[src/rtl/periph_rx_arbiter.sv]
// Round-robin arbiter draining peripheral RX FIFOs into a single USB write path.
// Almost-full peripherals take precedence; one packet moves per IDLE->READ->CAPTURE->SEND pass.
module periph_rx_arbiter #(
  parameter int NUM_PERIPHS  = 8,
  parameter int PACKET_WIDTH = 32,
  parameter int GRANT_WIDTH  = $clog2(NUM_PERIPHS)
) (
  input  logic                                clk,
  input  logic                                rst_n,
  input  logic [NUM_PERIPHS*PACKET_WIDTH-1:0] rx_data,
  input  logic [NUM_PERIPHS-1:0]              rx_empty,
  input  logic [NUM_PERIPHS-1:0]              rx_almost_full,
  input  logic [NUM_PERIPHS-1:0]              periph_ready,
  output logic [NUM_PERIPHS-1:0]              rx_read,
  output logic [PACKET_WIDTH-1:0]             out_data,
  output logic                                out_valid,
  input  logic                                out_ready,
  output logic [GRANT_WIDTH-1:0]              grant_id,
  output logic [15:0]                         pkt_count,
  output logic                                busy
);

  localparam logic [1:0] ST_IDLE    = 2'd0;
  localparam logic [1:0] ST_READ    = 2'd1;
  localparam logic [1:0] ST_CAPTURE = 2'd2;
  localparam logic [1:0] ST_SEND    = 2'd3;

  logic [1:0]              state;
  logic [GRANT_WIDTH-1:0]  grant;
  logic [GRANT_WIDTH-1:0]  last_grant;
  logic [GRANT_WIDTH-1:0]  next_grant;
  logic [NUM_PERIPHS-1:0]  eligible;
  logic [NUM_PERIPHS-1:0]  urgent;
  logic [NUM_PERIPHS-1:0]  candidates;
  logic [PACKET_WIDTH-1:0] slices [NUM_PERIPHS];

  for (genvar i = 0; i < NUM_PERIPHS; i++) begin : g_slice
    assign slices[i] = rx_data[i*PACKET_WIDTH +: PACKET_WIDTH];
  end

  // Peripheral index reached 'offset' steps after 'base', wrapping at NUM_PERIPHS.
  function automatic logic [GRANT_WIDTH-1:0] scan_index(input logic [GRANT_WIDTH-1:0] base,
                                                        input int offset);
    return GRANT_WIDTH'((int'(base) + offset) % NUM_PERIPHS);
  endfunction

  assign eligible   = ~rx_empty & periph_ready;
  assign urgent     = eligible & rx_almost_full;
  assign candidates = (|urgent) ? urgent : eligible;

  // Scan from farthest to nearest so the candidate closest after last_grant wins.
  always_comb begin
    // NOTE: default every always_comb output first so no path leaves it unassigned (no latch).
    next_grant = last_grant;
    for (int k = NUM_PERIPHS; k >= 1; k--) begin
      if (candidates[scan_index(last_grant, k)]) begin
        next_grant = scan_index(last_grant, k);
      end
    end
  end

  always_ff @(posedge clk or negedge rst_n) begin
    if (!rst_n) begin
      state      <= ST_IDLE;
      grant      <= '0;
      last_grant <= GRANT_WIDTH'(NUM_PERIPHS - 1);
      out_data   <= '0;
      grant_id   <= '0;
      pkt_count  <= '0;
    end else begin
      // NOTE: state registers use non-blocking assignments so every flop samples pre-edge values.
      case (state)
        ST_IDLE: begin
          if (|candidates) begin
            grant <= next_grant;
            state <= ST_READ;
          end
        end
        ST_READ: state <= ST_CAPTURE;
        ST_CAPTURE: begin
          // FIFO data for the READ strobe is valid one cycle later, i.e. now.
          out_data <= slices[grant];
          grant_id <= grant;
          state    <= ST_SEND;
        end
        ST_SEND: begin
          if (out_ready) begin
            last_grant <= grant;
            pkt_count  <= pkt_count + 16'd1;
            state      <= ST_IDLE;
          end
        end
        default: state <= ST_IDLE;
      endcase
    end
  end

  assign rx_read   = (state == ST_READ) ? (NUM_PERIPHS'(1) << grant) : '0;
  assign out_valid = (state == ST_SEND);
  assign busy      = (state != ST_IDLE);

endmodule
[config.mk]
export PLATFORM = sky130hd
export DESIGN_NAME = periph_rx_arbiter
export DESIGN_NICKNAME = d
export VERILOG_FILES = /design/src/rtl/periph_rx_arbiter.sv
export SDC_FILE = /design/constraint.sdc
export NUM_CORES = 1
export LEC_CHECK = 0
export ABC_AREA = 1
export CAP_MARGIN = 20
export CORE_AREA = 2 2 134 136
export DETAILED_ROUTE_END_ITERATION = 16
export DIE_AREA = 0 0 136 138
export PLACE_DENSITY = 0.8
export SYNTH_ARGS = -nofsm -noshare
export SYNTH_HDL_FRONTEND = slang
export SYNTH_SLANG_ARGS = --single-unit
[constraint.sdc]
create_clock -name clk -period 2 [get_ports clk]
set_clock_uncertainty 0.05 [all_clocks]
set_input_delay 0.4 -clock clk [delete_from_list [all_inputs] [get_ports clk]]
set_output_delay 0.4 -clock clk [all_outputs]
set_load 0.05 [all_outputs]
==> impl_metrics.json <==
{
  "start_util_pct": 28.6,
  "clk_latency_ns": 0.34,
  "dpl_cell_area_sq_um": 9330,
  "critical_path.top_delay_family": "simple AND/OR/NAND/NOR gates",
  "hold-path-cell-count": 1,
  "crit_buf_inv": 0,
  "critical_path_class": "reg2reg",
  "cp.required_ns": 2.17,
  "area_growth_pct": 105,
  "chipWidth_um": 136,
  "slowest_delay_ns": 0.41,
  "cp_slowest_cell": "dfrtp_1",
  "violations": "setup timing",
  "stdcell_count": 1310,
  "drc_errors": 0,
  "cts.sinks": 59,
  "grt_max_degree": 34,
  "gp_congestion": 0.918,
  "dieArea_sq_um": 18800,
  "synth.area.top_cells": "dfrtp_1 28%, nand2_1 15%, a22oi_1 9.6%",
  "p_comb_share_pct": 74.2,
  "root_buffer": "clkbuf_16",
  "reg2reg_slack_ns": -0.01,
  "critPathMaxFanout": 4,
  "hp-start": "pkt_count[15]",
  "p_clk_share_pct": 11.5,
  "clkSlewWorstSetupHoldPaths_ns": 0.05,
  "portBuffers": 343,
  "via_per_inst": 5.13,
  "final_area_sq_um": 10300,
  "maxSlewViolCount": 0,
  "layout_min_cycle_time_ns": 2.01,
  "wl_per_cell_um": 19.3,
  "max_freq_ghz": 0.497,
  "hold_slack_ns": 0.431,
  "syn-cell-area_sq_um": 5020,
  "synth_top_cell_area_share_pct": 27.9,
  "syn_inst": 663,
  "worst_slew_pin_slew_ns": 0.539,
  "ys_ff_latch": 59,
  "cts-htree-levels": 3,
  "grt_pass1_wl_mm": 38.1,
  "grtUsageTotal_pct": 26.5,
  "r2r_start": "state[0]",
  "reg2reg_depth": 11,
  "dr.pass1.iters": 5,
  "cts_tree": "yes",
  "layout_common_cells": "266 x clkdlybuf4s50_1, 189 x nand2_1, 108 x buf_4",
  "first_global_vias": 6839,
  "synth_cell_types": 37,
  "yosysTopAreaCell": "dfrtp_1",
  "power_frac_seq_pct": 14.3,
  "arrival_ns": 2.18,
  "syn_avg_cell_area_sq_um": 7.57,
  "antenna_found_initial": 1,
  "rows": 49,
  "rsz0062_at_grt": "true",
  "hold_class": "reg2reg",
  "cts_made_buffers": 9,
  "num_vias": 6722,
  "end_kind": "register",
  "slew_headroom_pct": 64.1,
  "ant_nets": 0,
  "drive_gt1_share_pct": 25.6,
  "dp.cells": 1263,
  "final_common_cell": "clkdlybuf4s50_1",
  "core_sq_um": 17500,
  "synth_fp_nets": 954,
  "fillers": 1519,
  "cell_internal_pwr_mw": 7.40,
  "worstHoldEndpoint": "pkt_count[15]",
  "first_iter_violations": 475,
  "final_util_pct": 58.7,
  "ys_warn_count": 0,
  "worstReg2RegEnd": "pkt_count[15]",
  "finalWirelength_mm": 25.3,
  "io_pins": 344,
  "clk_path_buf_depth": 2,
  "p_per_area_nw_per_um2": 1420,
  "fin_nets": 1366,
  "seq_area_frac_synth_pct": 29.5,
  "swShare_pct": 49.4,
  "place_hpwl_mm": 18.8,
  "fin_crit_sh_pct": 101,
  "setup_violations": 1,
  "leakage_nw": 4.55,
  "final_hold_viol_count": 0,
  "die_y_um": 138,
  "max_cap_viol_count": 0,
  "ir_worst_vdd_uv": 869,
  "overflow": 0,
  "switching_power_mw": 7.22,
  "dp_slack_ns": -0.524,
  "path_cells": "ha_4 > nand2_4 > nor3_4 > nand3_2 > nor3_2 > nand3_1 > nor3_2 > nand3_2 > nor2_1 > nand2_1 > xnor2_1",
  "outcome": "finished, violations left",
  "fin_ws_ns": -0.0103,
  "cp-start-kind": "register"
}
## Yosys cell counts
master	number
dfrtp_1	56
clkbuf_1	27
a221o_1	32
a31oi_1	1
xnor2_1	4
nand3b_2	2
nand3b_1	2
clkbuf_8	1
a21boi_0	32
nor2_8	2
o22ai_1	1
a22oi_1	64
nor2_1	28
nand2_4	2
nand2_2	11
o21ai_0	5
a21oi_1	8
xor2_1	13
nand3_2	22
nand3_4	7
nor3_2	2
a22oi_2	1
nand2_8	1
nand2_1	200
dfstp_2	3
nor3_4	1
nand4_1	37
buf_1	10
inv_2	8
ha_1	8
inv_1	41
nor3_1	2
o21bai_1	2
o21ai_1	1
buf_2	2
mux2_2	1
nand3_1	23
## worst max path at each step
stage	slack (ns)	startpoint	end	depth (start not counted)
global route	-0.20	last_grant[0]	grant[2]	15
global placement	-0.49	rx_empty[4]	grant[0]	18
finish	-0.01	state[0]	pkt_count[15]	11
CTS	-0.03	state[1]	pkt_count[15]	11
detailed placement	-0.52	periph_ready[5]	grant[0]	17
floorplan	-0.12	state[1]	pkt_count[15]	11
## routing by layer
| metal | vias up | track usage, % | share of wire (%) |
|---|---|---|---|
| li1 | 3175 | - | - |
| met1 | 3161 | 33.7 | 40 |
| met2 | 338 | 43.1 | 48 |
| met3 | 48 | 7.99 | 8.5 |
| met4 | 0 | 7.51 | 2.9 |
| met5 | - | 0 | 0 |
## cell type report
type	count	area, sq um	area share [%]
Multi-Input combinational cell	515	3580	34.8
Tap cell	229	287	2.79
Timing Repair Buffer	441	4430	43.1
Clock inverter	5	77.6	0.754
Clock buffer	11	233	2.26
Inverter	49	191	1.86
Antenna cell	1	2.50	0.0243
Sequential cell	59	1490	14.5
## repair_timing
item,4_1_cts,5_1_grt
buffers inserted,15,11
hold endpoints to repair,16,0
hold buffers,1,0
pin swaps,25,40
endpoints found under the setup margin,19,27
cloned,3,0
gates resized for setup,71,60
## stage by stage
| step | TNS, ns | power, mW |
|---|---|---|
| 6_report | -0.0103 | 14.6 |
| 5_1_grt | -0.776 | 15.6 |
| 4_1_cts | -0.0348 | 14.2 |
| 3_5_place_dp | -4.26 | 11.9 |
| 3_3_place_gp | -3.80 | 11.7 |
| 2_1_floorplan | -0.296 | 7.92 |
## power by group through the flow
stage	sequential, mW	combinational [mW]	clock, mW
finish	2.09	10.8	1.68
floorplan	3.33	4.59	0
global placement	2.08	9.64	0
CTS	2.10	10.3	1.72
global route	2.15	11.6	1.79
detailed placement	2.10	9.76	0
## cells by family (layout without fill, tap and decap cells)
logic type,after synthesis,in the layout,share of synthesized area [%]
and+or+nand+nor,342,342,35.5
buffers and inverters,89,506,6.91
adders and majority gates,8,8,1.99
AOI/OAI and AO/OA,147,147,22.9
muxes,1,1,0.224
xor gates and xnor gates,17,17,2.97
DFF,59,59,29.5
other,0,1,0
## sequential cells by signal, summed over array words and instances (netlist names)
| signal | cells |
|---|---|
| state | 2 |
| grant_id | 3 |
| pkt_count | 16 |
| last_grant | 3 |
| out_data | 32 |
| grant | 3 |
No activity file was read; power rests on OpenSTA's default activity.
==> variant, RTL diff (same settings) <==
Set the parameter `PACKET_WIDTH` to 36 (it was 32).
--- a/src/rtl/periph_rx_arbiter.sv
+++ b/src/rtl/periph_rx_arbiter.sv
@@ -3,5 +3,5 @@
 module periph_rx_arbiter #(
   parameter int NUM_PERIPHS  = 8,
-  parameter int PACKET_WIDTH = 32,
+  parameter int PACKET_WIDTH = 36,
   parameter int GRANT_WIDTH  = $clog2(NUM_PERIPHS)
 ) (
Ports: changed (resized out_data and rx_data); port bits go from 344 to 380. No check against the original RTL was run, so the function may have changed too.
==> variant against the unedited design <==
The flow still finishes with violations (setup timing). Area after synthesis is 5.8% higher. Design area rose by 2.8%. Setup slack lost 0.067 ns. Clock power down 8%. Synthesized cell count up 7.4%. Wire length increased by 6.1%. Sequential cell count increased by 4. Power fell by 0.26%. Critical path type is now input pin to register.
==> variant: results <==
{
  "p_int_w": 0.007191,
  "yosysUniqueCellTypes": 34,
  "status": "finished, violations left",
  "io_buffers": 379,
  "finalSetupTns_ns": -0.1344,
  "grt_pass1_vias": 7419,
  "critPathSlowestCell": "dlygate4sd2_1",
  "wirelength_microns": 26820,
  "grt_usage": 0.2809,
  "max_stage_delay_ns": 0.27,
  "place.gp.congestion": 0.9854,
  "ys_top_cells_by_area": "dfrtp_1 28%, nand2_1 15%, a22oi_1 10%, a221o_1 6.8%, a21boi_0 5.1%",
  "drive_above_1_share": 0.2208,
  "setup_viol": 3,
  "crit_arrival_ns": 2.24,
  "place_ws_ns": -0.5491,
  "max_slew.worst_pin.slew_ns": 0.5504,
  "grt_antenna_before_repair": 10,
  "numCtsBuffers": 9,
  "violations": "setup timing",
  "path_max_fanout": 8,
  "nFillCells": 1513,
  "top_regs": "out_data x36, pkt_count x16",
  "fin_ws_ns": -0.07708,
  "total_leakage_power_nw": 4.682,
  "synthesis.nets": 1035,
  "place_area_sq_um": 9957,
  "dr_total_vias": 7276,
  "grt_pass1_wl_microns": 40420,
  "grt_max_degree": 71,
  "synthTopCellsByCount": "218 x nand2_1, 72 x a22oi_1, 60 x dfrtp_1"
}
variant: cell types whose count changed in the layout (fill, tap and decap cells not counted), sizes merged, moves of 9 or more:
cell and change:
diode +9, dlygate4sd2 +15, clkdlybuf4s50 +31, nand2 +19
clkdlybuf4s15 -17, buf -11
variant: cell type report:
cell class,instances,area (sq um),share of cell area
Clock buffer,11,252.7,0.02390
Inverter,49,192.7,0.01822
Tap cell,229,286.5,0.02710
Clock inverter,5,40.04,0.003787
Timing Repair Buffer,459,4502,0.4257
Antenna cell,10,25.02,0.002367
Multi-Input combinational cell,559,3687,0.3487
Sequential cell,63,1588,0.1502
variant: kinds of logic after synthesis:
kind of cell / synth area share
buf+inv: 0.06668
fa+ha+maj: 0.01885
simple gates: 0.3424
compound gates: 0.2481
xor+xnor: 0.02639
flops: 0.2976
variant: final timing paths:
| kind | start | endpoint | slack (ns) | cells past startpoint |
|---|---|---|---|---|
| max in group asynchronous | rst_n | pkt_count[1] | 0.88 | 3 |
| worst min register to register | pkt_count[15] | pkt_count[15] | 0.42 | 1 |
| worst max register to register | last_grant[1] | grant[0] | -0.06 | 13 |
| worst max-delay path | periph_ready[5] | grant[0] | -0.08 | 17 |
| min in group asynchronous | rst_n | grant_id[0] | 0.48 | 2 |
| worst min-delay path | pkt_count[15] | pkt_count[15] | 0.42 | 1 |
variant: timing repair:
action	CTS	global route
hold buffers	1	0
buffers inserted	5	5
resized for setup	64	33
setup endpoints to repair	16	36
endpoints found under the hold margin	20	0
pin swaps	15	7
variant: through the flow:
step           cells    util  hold slack (ns)
2_1_floorplan    712       -          0.05441
3_3_place_gp    1348  0.5679           0.2814
3_5_place_dp    1348  0.5679           0.2795
4_1_cts         1370  0.5929           0.4308
5_1_grt         1384  0.6029           0.4277
6_report        1385  0.6030           0.4206
variant: power groups by stage:
| stage | Sequential, W | Combinational, W | Clock (W) |
|---|---|---|---|
| 2_1_floorplan | 0.00347 | 0.00493 | 0 |
| 3_3_place_gp | 0.00224 | 0.0101 | 0 |
| 3_5_place_dp | 0.00224 | 0.0102 | 0 |
| 4_1_cts | 0.00225 | 0.0105 | 0.00159 |
| 5_1_grt | 0.00232 | 0.0116 | 0.00164 |
| 6_report | 0.00226 | 0.0108 | 0.00155 |
variant: layer usage:
metal | up-vias | track usage | share of wire
met1 | 3451 | 0.3282 | 0.38
li1 | 3406 | - | -
met4 | 0 | 0.1546 | 0.042
met3 | 67 | 0.07187 | 0.080
met2 | 352 | 0.4663 | 0.50
met5 | - | 0 | 0
